==> src/rtl/serial_subtractor_if.sv <==
// Operand/result handshake bundle for the bit-serial subtractor.
// The master drives operands and accepts results; the slave is the subtractor.
interface serial_subtractor_if #(
  parameter int WIDTH = 8
);
  logic             in_valid;
  logic             in_ready;
  logic [WIDTH-1:0] a;
  logic [WIDTH-1:0] b;
  logic             bin;
  logic             out_valid;
  logic             out_ready;
  logic [WIDTH-1:0] diff;
  logic             bout;
  logic             ovf;

  modport master (
    output in_valid, a, b, bin, out_ready,
    input  in_ready, out_valid, diff, bout, ovf
  );

  modport slave (
    input  in_valid, a, b, bin, out_ready,
    output in_ready, out_valid, diff, bout, ovf
  );
endinterface

==> src/rtl/serial_subtractor.sv <==
// Bit-serial two's-complement subtractor: DIFF = A - B - BIN, one bit per clock,
// LSB first, through a single full-subtractor cell and a borrow flip-flop.
// Sequence: IDLE (accept operands) -> RUN (WIDTH bit steps) -> DONE (present result).
module serial_subtractor #(
  parameter int WIDTH = 8
) (
  input  logic                clk,
  input  logic                rst_n,
  serial_subtractor_if.slave  bus
);

  localparam int CW = $clog2(WIDTH) + 1;
  localparam logic [CW-1:0] LAST = CW'(WIDTH - 1);

  typedef enum logic [1:0] {
    IDLE = 2'd0,
    RUN  = 2'd1,
    DONE = 2'd2
  } state_t;

  state_t           r_state;
  state_t           w_state_next;
  logic             r_alive;
  logic [WIDTH-1:0] r_a;
  logic [WIDTH-1:0] r_b;
  logic [WIDTH-1:0] r_diff;
  logic             r_br;
  logic             r_amsb;
  logic             r_bmsb;
  logic [CW-1:0]    r_cnt;

  logic             w_in_ready;
  logic             w_load;
  logic             w_step;
  logic [1:0]       w_fs;

  // Full-subtractor cell: returns {borrow_out, difference_bit}.
  function automatic logic [1:0] fs_cell(input logic ai, input logic bi, input logic bri);
    logic d;
    logic bo;
    d  = ai ^ bi ^ bri;
    bo = (~ai & bi) | (~(ai ^ bi) & bri);
    return {bo, d};
  endfunction

  assign w_fs       = fs_cell(r_a[0], r_b[0], r_br);
  // in_ready stays low until the first edge after reset release.
  assign w_in_ready = r_alive && (r_state == IDLE);

  assign bus.in_ready  = w_in_ready;
  assign bus.out_valid = (r_state == DONE);
  assign bus.diff      = r_diff;
  assign bus.bout      = r_br;
  assign bus.ovf       = (r_amsb != r_bmsb) && (r_diff[WIDTH-1] != r_amsb);

  // State register and out-of-reset flag.
  always_ff @(posedge clk or negedge rst_n) begin
    if (!rst_n) begin
      r_state <= IDLE;
      r_alive <= 1'b0;
    end else begin
      r_state <= w_state_next;
      r_alive <= 1'b1;
    end
  end

  // Next-state decode and datapath strobes.
  always_comb begin
    w_state_next = r_state;
    w_load       = 1'b0;
    w_step       = 1'b0;
    case (r_state)
      IDLE: begin
        if (w_in_ready && bus.in_valid) begin
          w_load       = 1'b1;
          w_state_next = RUN;
        end
      end
      RUN: begin
        w_step = 1'b1;
        if (r_cnt == LAST) w_state_next = DONE;
      end
      DONE: begin
        if (bus.out_ready) w_state_next = IDLE;
      end
      default: w_state_next = IDLE;
    endcase
  end

  // Operand shift registers, borrow flop, bit counter and result shift-in.
  always_ff @(posedge clk or negedge rst_n) begin
    if (!rst_n) begin
      r_a    <= '0;
      r_b    <= '0;
      r_diff <= '0;
      r_br   <= 1'b0;
      r_amsb <= 1'b0;
      r_bmsb <= 1'b0;
      r_cnt  <= '0;
    end else if (w_load) begin
      r_a    <= bus.a;
      r_b    <= bus.b;
      r_br   <= bus.bin;
      r_amsb <= bus.a[WIDTH-1];
      r_bmsb <= bus.b[WIDTH-1];
      r_cnt  <= '0;
    end else if (w_step) begin
      r_diff <= {w_fs[0], r_diff[WIDTH-1:1]};
      r_br   <= w_fs[1];
      r_a    <= {1'b0, r_a[WIDTH-1:1]};
      r_b    <= {1'b0, r_b[WIDTH-1:1]};
      r_cnt  <= r_cnt + CW'(1);
    end
  end

endmodule
==> src/flat_wrapper.sv <==
// flat-port wrapper written by rule: the top's interface ports become plain ports
module serial_subtractor_flat 
#(
  parameter int WIDTH = 8
)
  (clk, rst_n, bus_in_valid, bus_a, bus_b, bus_bin, bus_out_ready, bus_in_ready, bus_out_valid, bus_diff, bus_bout, bus_ovf);
  serial_subtractor_if #(.WIDTH(WIDTH)) bus_i ();
  input  logic clk;
  input  logic rst_n;
  input wire logic [$bits(bus_i.in_valid)-1:0] bus_in_valid;
  input wire logic [$bits(bus_i.a)-1:0] bus_a;
  input wire logic [$bits(bus_i.b)-1:0] bus_b;
  input wire logic [$bits(bus_i.bin)-1:0] bus_bin;
  input wire logic [$bits(bus_i.out_ready)-1:0] bus_out_ready;
  output wire logic [$bits(bus_i.in_ready)-1:0] bus_in_ready;
  output wire logic [$bits(bus_i.out_valid)-1:0] bus_out_valid;
  output wire logic [$bits(bus_i.diff)-1:0] bus_diff;
  output wire logic [$bits(bus_i.bout)-1:0] bus_bout;
  output wire logic [$bits(bus_i.ovf)-1:0] bus_ovf;
  assign bus_i.in_valid = bus_in_valid;
  assign bus_i.a = bus_a;
  assign bus_i.b = bus_b;
  assign bus_i.bin = bus_bin;
  assign bus_i.out_ready = bus_out_ready;
  assign bus_in_ready = bus_i.in_ready;
  assign bus_out_valid = bus_i.out_valid;
  assign bus_diff = bus_i.diff;
  assign bus_bout = bus_i.bout;
  assign bus_ovf = bus_i.ovf;
  serial_subtractor #(.WIDTH(WIDTH)) u_core (.clk(clk), .rst_n(rst_n), .bus(bus_i));
endmodule
==> config.mk <==
export PLATFORM = sky130hd
export DESIGN_NAME = serial_subtractor_flat
export DESIGN_NICKNAME = d
export VERILOG_FILES = /design/src/rtl/serial_subtractor_if.sv /design/src/rtl/serial_subtractor.sv /design/src/flat_wrapper.sv
export SDC_FILE = /design/constraint.sdc
export NUM_CORES = 1
export LEC_CHECK = 0
export ABC_AREA = 1
export BUFFER_PORTS_ARGS = -buffer_cell sky130_fd_sc_hd__buf_2
export CORE_MARGIN = 1.5
export CORE_UTILIZATION = 57
export CTS_CLUSTER_SIZE = 24
export DETAILED_ROUTE_END_ITERATION = 12
export PLACE_DENSITY = 0.92
export SLEW_MARGIN = 20
export SYNTH_ARGS = -nofsm -noshare
export SYNTH_HDL_FRONTEND = slang
export SYNTH_SLANG_ARGS = --single-unit
export TNS_END_PERCENT = 5
==> constraint.sdc <==
create_clock -name clk -period 2.5 [get_ports clk]
set_input_delay 0.5 -clock clk [delete_from_list [all_inputs] [get_ports clk]]
set_output_delay 0.5 -clock clk [all_outputs]
set_load 0.05 [all_outputs]
## Word level (Yosys, flattened, before mapping)

Cells that the tools add are included.

- Word-level logic and storage cells: 48
- Memory bits (read-only): 0
- Latch bits: 0
- Memories kept: 0
- Input bits: 21
- Register bits after elaboration: 34
- Output and inout bits: 12
- Bits in writable memories: 0

- Shift operators: 0
- Multiply operators: 0
- Add/subtract/negate cells: 1
- Div/mod/pow operators: 0
- Eq/ne operators: 8
- $lt $le $gt $ge: 0
- Bitwise operators: 8
- Multiplexer cells: 15
- Reductions and logical operators: 7

Operators by type and width:

| cell | number |
|---|---|
| 2-to-1 mux 8 bit | 4 |
| 2-to-1 mux 4 bit | 2 |
| 2-to-1 mux 2 bit | 3 |
| case mux 2 bit (3 select lines) | 1 |
| 2-to-1 mux 1 bit | 5 |
| adder 4 x 1 -> 4 bit (second input constant) | 1 |
| == test 4 x 3 -> 1 bit (second input constant) | 1 |
| != test 2 bit (second input constant) | 2 |
| logical AND 1 bit | 3 |
| NOT 1 bit | 3 |
| AND reduction 3 bit | 1 |
| AND 1 bit | 2 |
| == test 2 x 1 -> 1 bit (second input constant) | 1 |
| == test 2 bit (second input constant) | 1 |
| zero test 2 bit | 1 |
| != test 1 bit | 2 |
| != test 2 x 1 -> 1 bit (second input constant) | 1 |
| AND reduction 2 bit | 1 |
| nonzero test 2 bit | 1 |
| bitwise XOR 1 bit | 2 |
| OR 1 bit | 1 |

## Depth between registers and ports, before layout

Gate-level depths: netlist of the first run.

- Depth after elaboration: 7
- Mapped depth: 7
- Mapped depth without buffers: 6

## Worst setup path after synthesis of the first run

Ideal clock, no wire load.

- Path type: register to output
- Start: reg u_core.r_state[1]
- End: out bus_in_ready
- Arrival: 1,276 ps
- Required time: 2,000 ps
- Cell stages (with the launch flop): 4
- Setup slack: 724 ps
- Cells stage by stage: dfrtp_1 -> inv_1 -> nand2_1 -> nor2_1

- Word-level cells in the longest chain between the ends: 2

Ends and longest elaborated chain:

| item | RTL line | source |
|---|---|---|
| start: declaration | serial_subtractor.sv:21 | `state_t r_state;` |
| start signal: assignment | serial_subtractor.sv:62 | `r_state <= w_state_next;` |
| zero test 2 bit | serial_subtractor.sv:48 | `assign w_in_ready = r_alive && (r_state == IDLE);` |
| logical AND 1 bit | serial_subtractor.sv:48 |  |
| end: declaration | flat_wrapper.sv:15 | `output wire logic [$bits(bus_i.in_ready)-1:0] bus_in_ready;` |

Every way passes these cells.

## Final worst setup path of the first run

Same ends and word-level chain as after synthesis.

==> run metrics, run 1 <==
Leakage ~1 nW; CP Class register to primary output; met3 layer usage reported by global route 0.0488; top post-synthesis cells by area dfrtp_1 (54%), nand2_1 (15%), nand3_1 (7.0%); Warnings, synthesis 0; Post-DRT Antenna Nets 0; TritonCTS Buffers 5; Util after Layout 0.705; Layout area overhead 13.5%; row count 18; root buf cell clkbuf_4; vias after detailed routing ~1300; Worst Path Max Fanout 4; Post-Synthesis Cells 191; Power, Total 2.42 mW; dpl ws 0.924 ns; total iterations of the first detailed-routing run 4; asr flop ratio synth 1.00; final instance area 1790 um^2; crit-path cells inv_1, nand2_1, nor2_1, buf_2; Worst Skew 0.0162 ns; RSZ-0062 raised after global routing no; initial drt markers 42; first-pass GRT wire length approximately 5000 um; Yosys reg bits 34; Initial Util 0.620; Antenna Cells 0; R2R Path Start u_core.r_state[0]; area leader, netlist dfrtp_1; die width 55.6 um; met1 usage in global routing 0.273; count leader, synth nand2_1; IO Pins 33; largest net degree at the start of global routing 44; Worst Hold Class primary input to asynchronous set/reset pin; Final Max Tran Viols 0; WP data arrival 1.43 ns; CTS clk-pin slew, worst paths ~0.11 ns; Post-Syn Nets 214; routed vias/inst around 5.2; buffer depth of the longest clock path 2; Worst IR Drop VDD 0.000971 V; largest family of logic cells by synthesized area simple AND/OR/NAND/NOR gates; Mapped Area 1580 um^2; R2R Setup Slk 1.04 ns; CP required 2.00 ns; GP Congestion 0.740; Total GRT Usage 0.210; I/O Buffers 32; layout cell share with drive strength beyond 1 0.205; top cells by count, synth nand2_1 (63), dfrtp_1 (34), nand3_1 (22), o21ai_0 (22), inv_1 (19); core area 2540 um^2; placed cell areas 1730 um^2; Setup crit end kind primary output; path depth of the worst reg2reg path 6; nets 246; Routed WL per cell 12.0 um; Die H 55.6 um; Post-synth EDFFs 0; total routed wirelength 3040 um; Mean Syn Cell Area 8.27 um^2; CP Launch Point u_core.r_state[1]; register area share after synthesis 0.539; worst relative slew slack 0.506; period utilisation layout 0.773; clk sinks 34; Max Clk Rate roughly 520 MHz; mux contribution to synthesized area 0; ys flop type dfrtp_1; vias in the first global route 1173; die area 3090 um^2; setup TNS 0 ns; Cell Pwr Density 1350 nW/um^2; H-tree levels 2; most congested layer reported by global routing met2; antenna violations before repair 0; # hold bufs at CTS 0; Synth Area in Compound Gates 0.0927; slowest CP cell dfrtp_1; setup bufs post-CTS 0; CTS tree built; max_cap viols 0; final setup fails 0; cts repair resizes 0; synth unique cells 21; gr ovfl total 0; area share of the largest cell type after synthesis 0.539; Post-Synth Adder-Cell Area 0.0206; FILL cells approximately 210; Post-Synth Simple-Gate Area 0.265; reg2reg end u_core.r_bmsb; drt drc 0; Post-Synth XOR/XNOR Area 0; minimum clock period after layout 1.93 ns; CP startpoint kind register; outcome complete, no violations; Setup crit end bus_in_ready; met2 Track Usage GR 0.344; worst slew pin tran about 0.74 ns; critical path's largest stage delay 0.43 ns; post-route setup slack 0.567 ns; Clock Latency Late Sink 0.34 ns; final hold vios 0
[routing by layer]
metal / vias up / share of wire
met5: - / 0
met4: 0 / 0.0095
met3: 6 / 0.066
met2: 49 / 0.48
met1: 597 / 0.45
li1: 670 / -
[registers in the layout, indices dropped and copies added (netlist names)]
register / count
u_core.r_b: 8
u_core.bus.bout: 1
u_core.r_alive: 1
u_core.r_state: 2
u_core.r_a: 8
u_core.r_amsb: 1
u_core.r_bmsb: 1
u_core.bus.diff: 8
u_core.r_cnt: 4
[through the flow]
| step | cells | hold WS (ns) |
|---|---|---|
| 3_5_place_dp | 246 | 0.486 |
| 4_1_cts | 254 | 0.236 |
| 6_report | 254 | 0.206 |
| 2_1_floorplan | 191 | 0.204 |
| 3_3_place_gp | 246 | 0.463 |
| 5_1_grt | 254 | 0.275 |
[final cells by class]
type	count	area (um^2)	share of cell area
Timing Repair Buffer	33	168	0.0935
Clock buffer	7	55.1	0.0307
Clock inverter	1	5.00	0.00279
Inverter	20	75.1	0.0419
Tap cell	30	37.5	0.0209
Sequential cell	34	851	0.475
Multi-Input combinational cell	129	602	0.336
[cells by family after synthesis]
family,Yosys count
other,1
buffers and inverters,28
adders and majority gates,2
DFF,34
AOI/OAI and AO/OA,29
and+or+nand+nor,97
[worst min-delay path by stage]
stage	startpoint	endpoint	slack [ns]
global placement	u_core.bus.diff[0]	u_core.bus.diff[0]	0.46
CTS	rst_n	u_core.bus.diff[5]	0.24
global route	rst_n	u_core.bus.diff[0]	0.27
detailed placement	u_core.r_a[1]	u_core.r_a[0]	0.49
floorplan	rst_n	u_core.bus.bout	0.20
finish	rst_n	u_core.bus.diff[0]	0.21
[power by group]
| group | internal [mW] | switching [mW] |
|---|---|---|
| clock | 0.136 | 0.183 |
| sequential | 0.792 | 0.150 |
| combinational | 0.341 | 0.818 |
[layout by cell type, fill, tap and decap left out, types with 5 or more instances in the layout]
| cell type | synthesis | layout |
|---|---|---|
| nor2_1 | 7 | 7 |
| o21ai_1 | 5 | 5 |
| inv_1 | 19 | 19 |
| buf_2 | 5 | 32 |
| dfrtp_1 | 34 | 34 |
| clkbuf_4 | 0 | 5 |
| nand3_1 | 22 | 22 |
| nand2_1 | 63 | 63 |
| o21ai_0 | 22 | 22 |
[critical path: cells and delay by family, from the launching register on]
kind                   cells  cell delay (ns)
flip-flops                 1             0.43
buffers and inverters      2             0.43
AND/OR/NAND/NOR            2             0.23
Note: power is estimated with default switching activity, not from simulation.
==> run 2: changes to the inputs <==
--- a/config.mk
+++ b/config.mk
@@ -5,13 +5,13 @@
 export SDC_FILE = /design/constraint.sdc
 export NUM_CORES = 1
 export LEC_CHECK = 0
-export ABC_AREA = 1
+export ABC_AREA = 0
 export BUFFER_PORTS_ARGS = -buffer_cell sky130_fd_sc_hd__buf_2
 export CORE_MARGIN = 1.5
-export CORE_UTILIZATION = 57
+export CORE_UTILIZATION = 53
 export CTS_CLUSTER_SIZE = 24
 export DETAILED_ROUTE_END_ITERATION = 12
-export PLACE_DENSITY = 0.92
+export PLACE_DENSITY = 0.87
 export SLEW_MARGIN = 20
 export SYNTH_ARGS = -nofsm -noshare
 export SYNTH_HDL_FRONTEND = slang
==> constraint.sdc (replaced) <==
create_clock -name clk -period 2 [get_ports clk]
set_input_delay 0.4 -clock clk [delete_from_list [all_inputs] [get_ports clk]]
set_output_delay 0.4 -clock clk [all_outputs]
set_load 0.05 [all_outputs]
==> run metrics, run 2 <==
worst relative slew slack 0.521; die area 3270 um^2; worst slew pin tran 0.719 ns; I/O Buffers 32; CTS tree built; synth unique cells 30; Layout area overhead 13.1%; commonest non-fill, non-tap cell in the layout nand2_1; gr ovfl total 0; Final Max Tran Viols 0; layout cell share with drive strength beyond 1 0.258; Post-synth EDFFs 0; sequential share of power 0.403; nets 201; Warnings, synthesis 0; CTS clk-pin slew, worst paths 0.10 ns; Post-Syn Nets 168; DP Wirelength 1920 um; Worst Skew a little over 0.009 ns; crit-path cells nand2b_1, o21ai_1, buf_2; # hold bufs at CTS 0; placed cells just over 200; Max Clk Rate 583 MHz; Mapped Area 1550 um^2; final setup fails 0; Cell Pwr Density between 1500 and 2000 nW/um^2; Post-Synthesis Cells 145; asr flop ratio synth 1.00; buffer depth of the longest clock path 2; Worst IR Drop VDD between 0.0015 and 0.002 V; final hold vios 0; CP startpoint kind register; root buf cell clkbuf_4; area share of the largest cell type after synthesis 0.548; largest net degree at the start of global routing 35; setup bufs post-CTS 0; vias in the first global route 1060; total routed wirelength 2710 um; register area share after synthesis 0.548; minimum clock period after layout ~1.7 ns; Yosys reg bits 34; max_cap viols 0; critical path's largest stage delay ~0.43 ns; final instance area 1760 um^2; core area 2760 um^2; period utilisation layout 0.858; switching part of the total 0.441; placed cell areas ~1700 um^2; Multi-input gate area 624 um^2; Initial Util 0.564; Clock Latency Late Sink 0.34 ns; area leader, netlist dfrtp_1; top cells by count, synth nand2_1 (42), dfrtp_1 (34), mux2i_1 (15); vias after detailed routing 1097; ys flop type dfrtp_1; Worst Path Max Fanout 5; slowest CP cell dfrtp_1; IO Pins 33; initial drt markers 51; setup TNS 0 ns; FILL cells 235; Die H 57.2 um; TritonCTS Buffers 5; outcome complete, no violations; WP data arrival 1.32 ns; row count 19; die width 57.2 um; drt drc 0; most frequent cells in the layout nand2_1 (42), dfrtp_1 (34), buf_2 (32); Setup crit end kind primary output; storage element area approximately 850 um^2; Clk pwr share 0.119; CP required between 1.5 and 2 ns; top post-synthesis cells by area dfrtp_1 (55%), nand2_1 (10%), mux2i_1 (9.7%); routed vias/inst 5.25; Final Non-Filler Cells 209; RSZ-0062 raised after global routing no; Antenna Cells 0; Routed WL per cell 13.0 um; Total GRT Usage 0.196; total iterations of the first detailed-routing run 4; first-pass GRT wire length 4800 um; Int Power 1.62 mW; Mean Syn Cell Area 10.7 um^2; antenna violations before repair 0; post-route setup slack 0.284 ns; GP Congestion 0.765; Leakage ~0.90 nW; count leader, synth nand2_1; switching pwr between 1 and 1.5 mW; CP Class register to primary output; Worst Hold Class primary input to asynchronous set/reset pin; clk sinks 34; dpl ws 0.556 ns; cts repair resizes 0; Comb pwr share 0.478; Post-DRT Antenna Nets 0; H-tree levels 2
==> run 2: final timing paths <==
path | cells past startpoint | from | to | slack [ns]
setup / recovery | 3 | u_core.bus.diff[7] | bus_ovf | 0.28
hold / removal | 1 | rst_n | u_core.r_amsb | 0.11
setup reg to reg | 4 | u_core.r_state[1] | u_core.r_b[4] | 0.54
hold reg to reg | 2 | u_core.bus.diff[0] | u_core.bus.diff[0] | 0.49
max in group asynchronous | 1 | rst_n | u_core.r_a[4] | 1.43
min in group clk | 3 | bus_a[0] | u_core.r_a[0] | 0.26
==> run 2: cell families (layout without fill, tap and decap cells) <==
group	count (synthesis)	after routing	synth area share
AND/OR/NAND/NOR	56	56	0.163
flip-flops	34	34	0.548
AO/OA/AOI/OAI	21	21	0.0813
multiplexers	18	18	0.123
buffers and inverters	11	44	0.0507
adder cells (fa/ha/maj)	2	2	0.0209
XOR/XNOR	2	2	0.0113
other	1	1	0.00241
==> run 2: metal layers <==
| layer | global-route usage | share of wire | vias up |
|---|---|---|---|
| li1 | - | - | 539 |
| met1 | 0.243 | 0.44 | 521 |
| met2 | 0.317 | 0.48 | 31 |
| met3 | 0.0726 | 0.063 | 6 |
| met4 | 0.0698 | 0.017 | 0 |
| met5 | 0 | 0 | - |
==> run 2: cell type report <==
class | count | area share
multi-input combinational | 100 | 0.355
tap | 31 | 0.0221
timing repair buffer | 34 | 0.107
inverter | 3 | 0.00641
sequential | 34 | 0.484
clock buffer | 7 | 0.0256
==> run 2: power groups by stage <==
stage                     Combinational [mW]  Sequential [mW]  Clock, mW
after floorplan                        0.896             1.41          0
after global placement                  1.36             1.15          0
after detailed placement                1.41             1.18          0
after CTS                               1.41             1.17      0.357
after global routing                    1.55             1.21      0.386
final                                   1.39             1.17      0.347
==> run 2: critical path, delay by kind of cell (launching register included) <==
family                 cells  cell delay [ns]
flip-flops                 1             0.43
AO/OA/AOI/OAI              1             0.11
buffers and inverters      1             0.28
AND/OR/NAND/NOR            1             0.16
==> run 2: per-stage QoR <==
stage / power [mW] / utilization / hold slack (ns)
global route: 3.14 / 0.637 / 0.162
floorplan: 2.31 / - / 0.104
global placement: 2.51 / 0.621 / 0.453
finish: 2.90 / 0.637 / 0.109
CTS: 2.94 / 0.637 / 0.125
detailed placement: 2.59 / 0.621 / 0.481
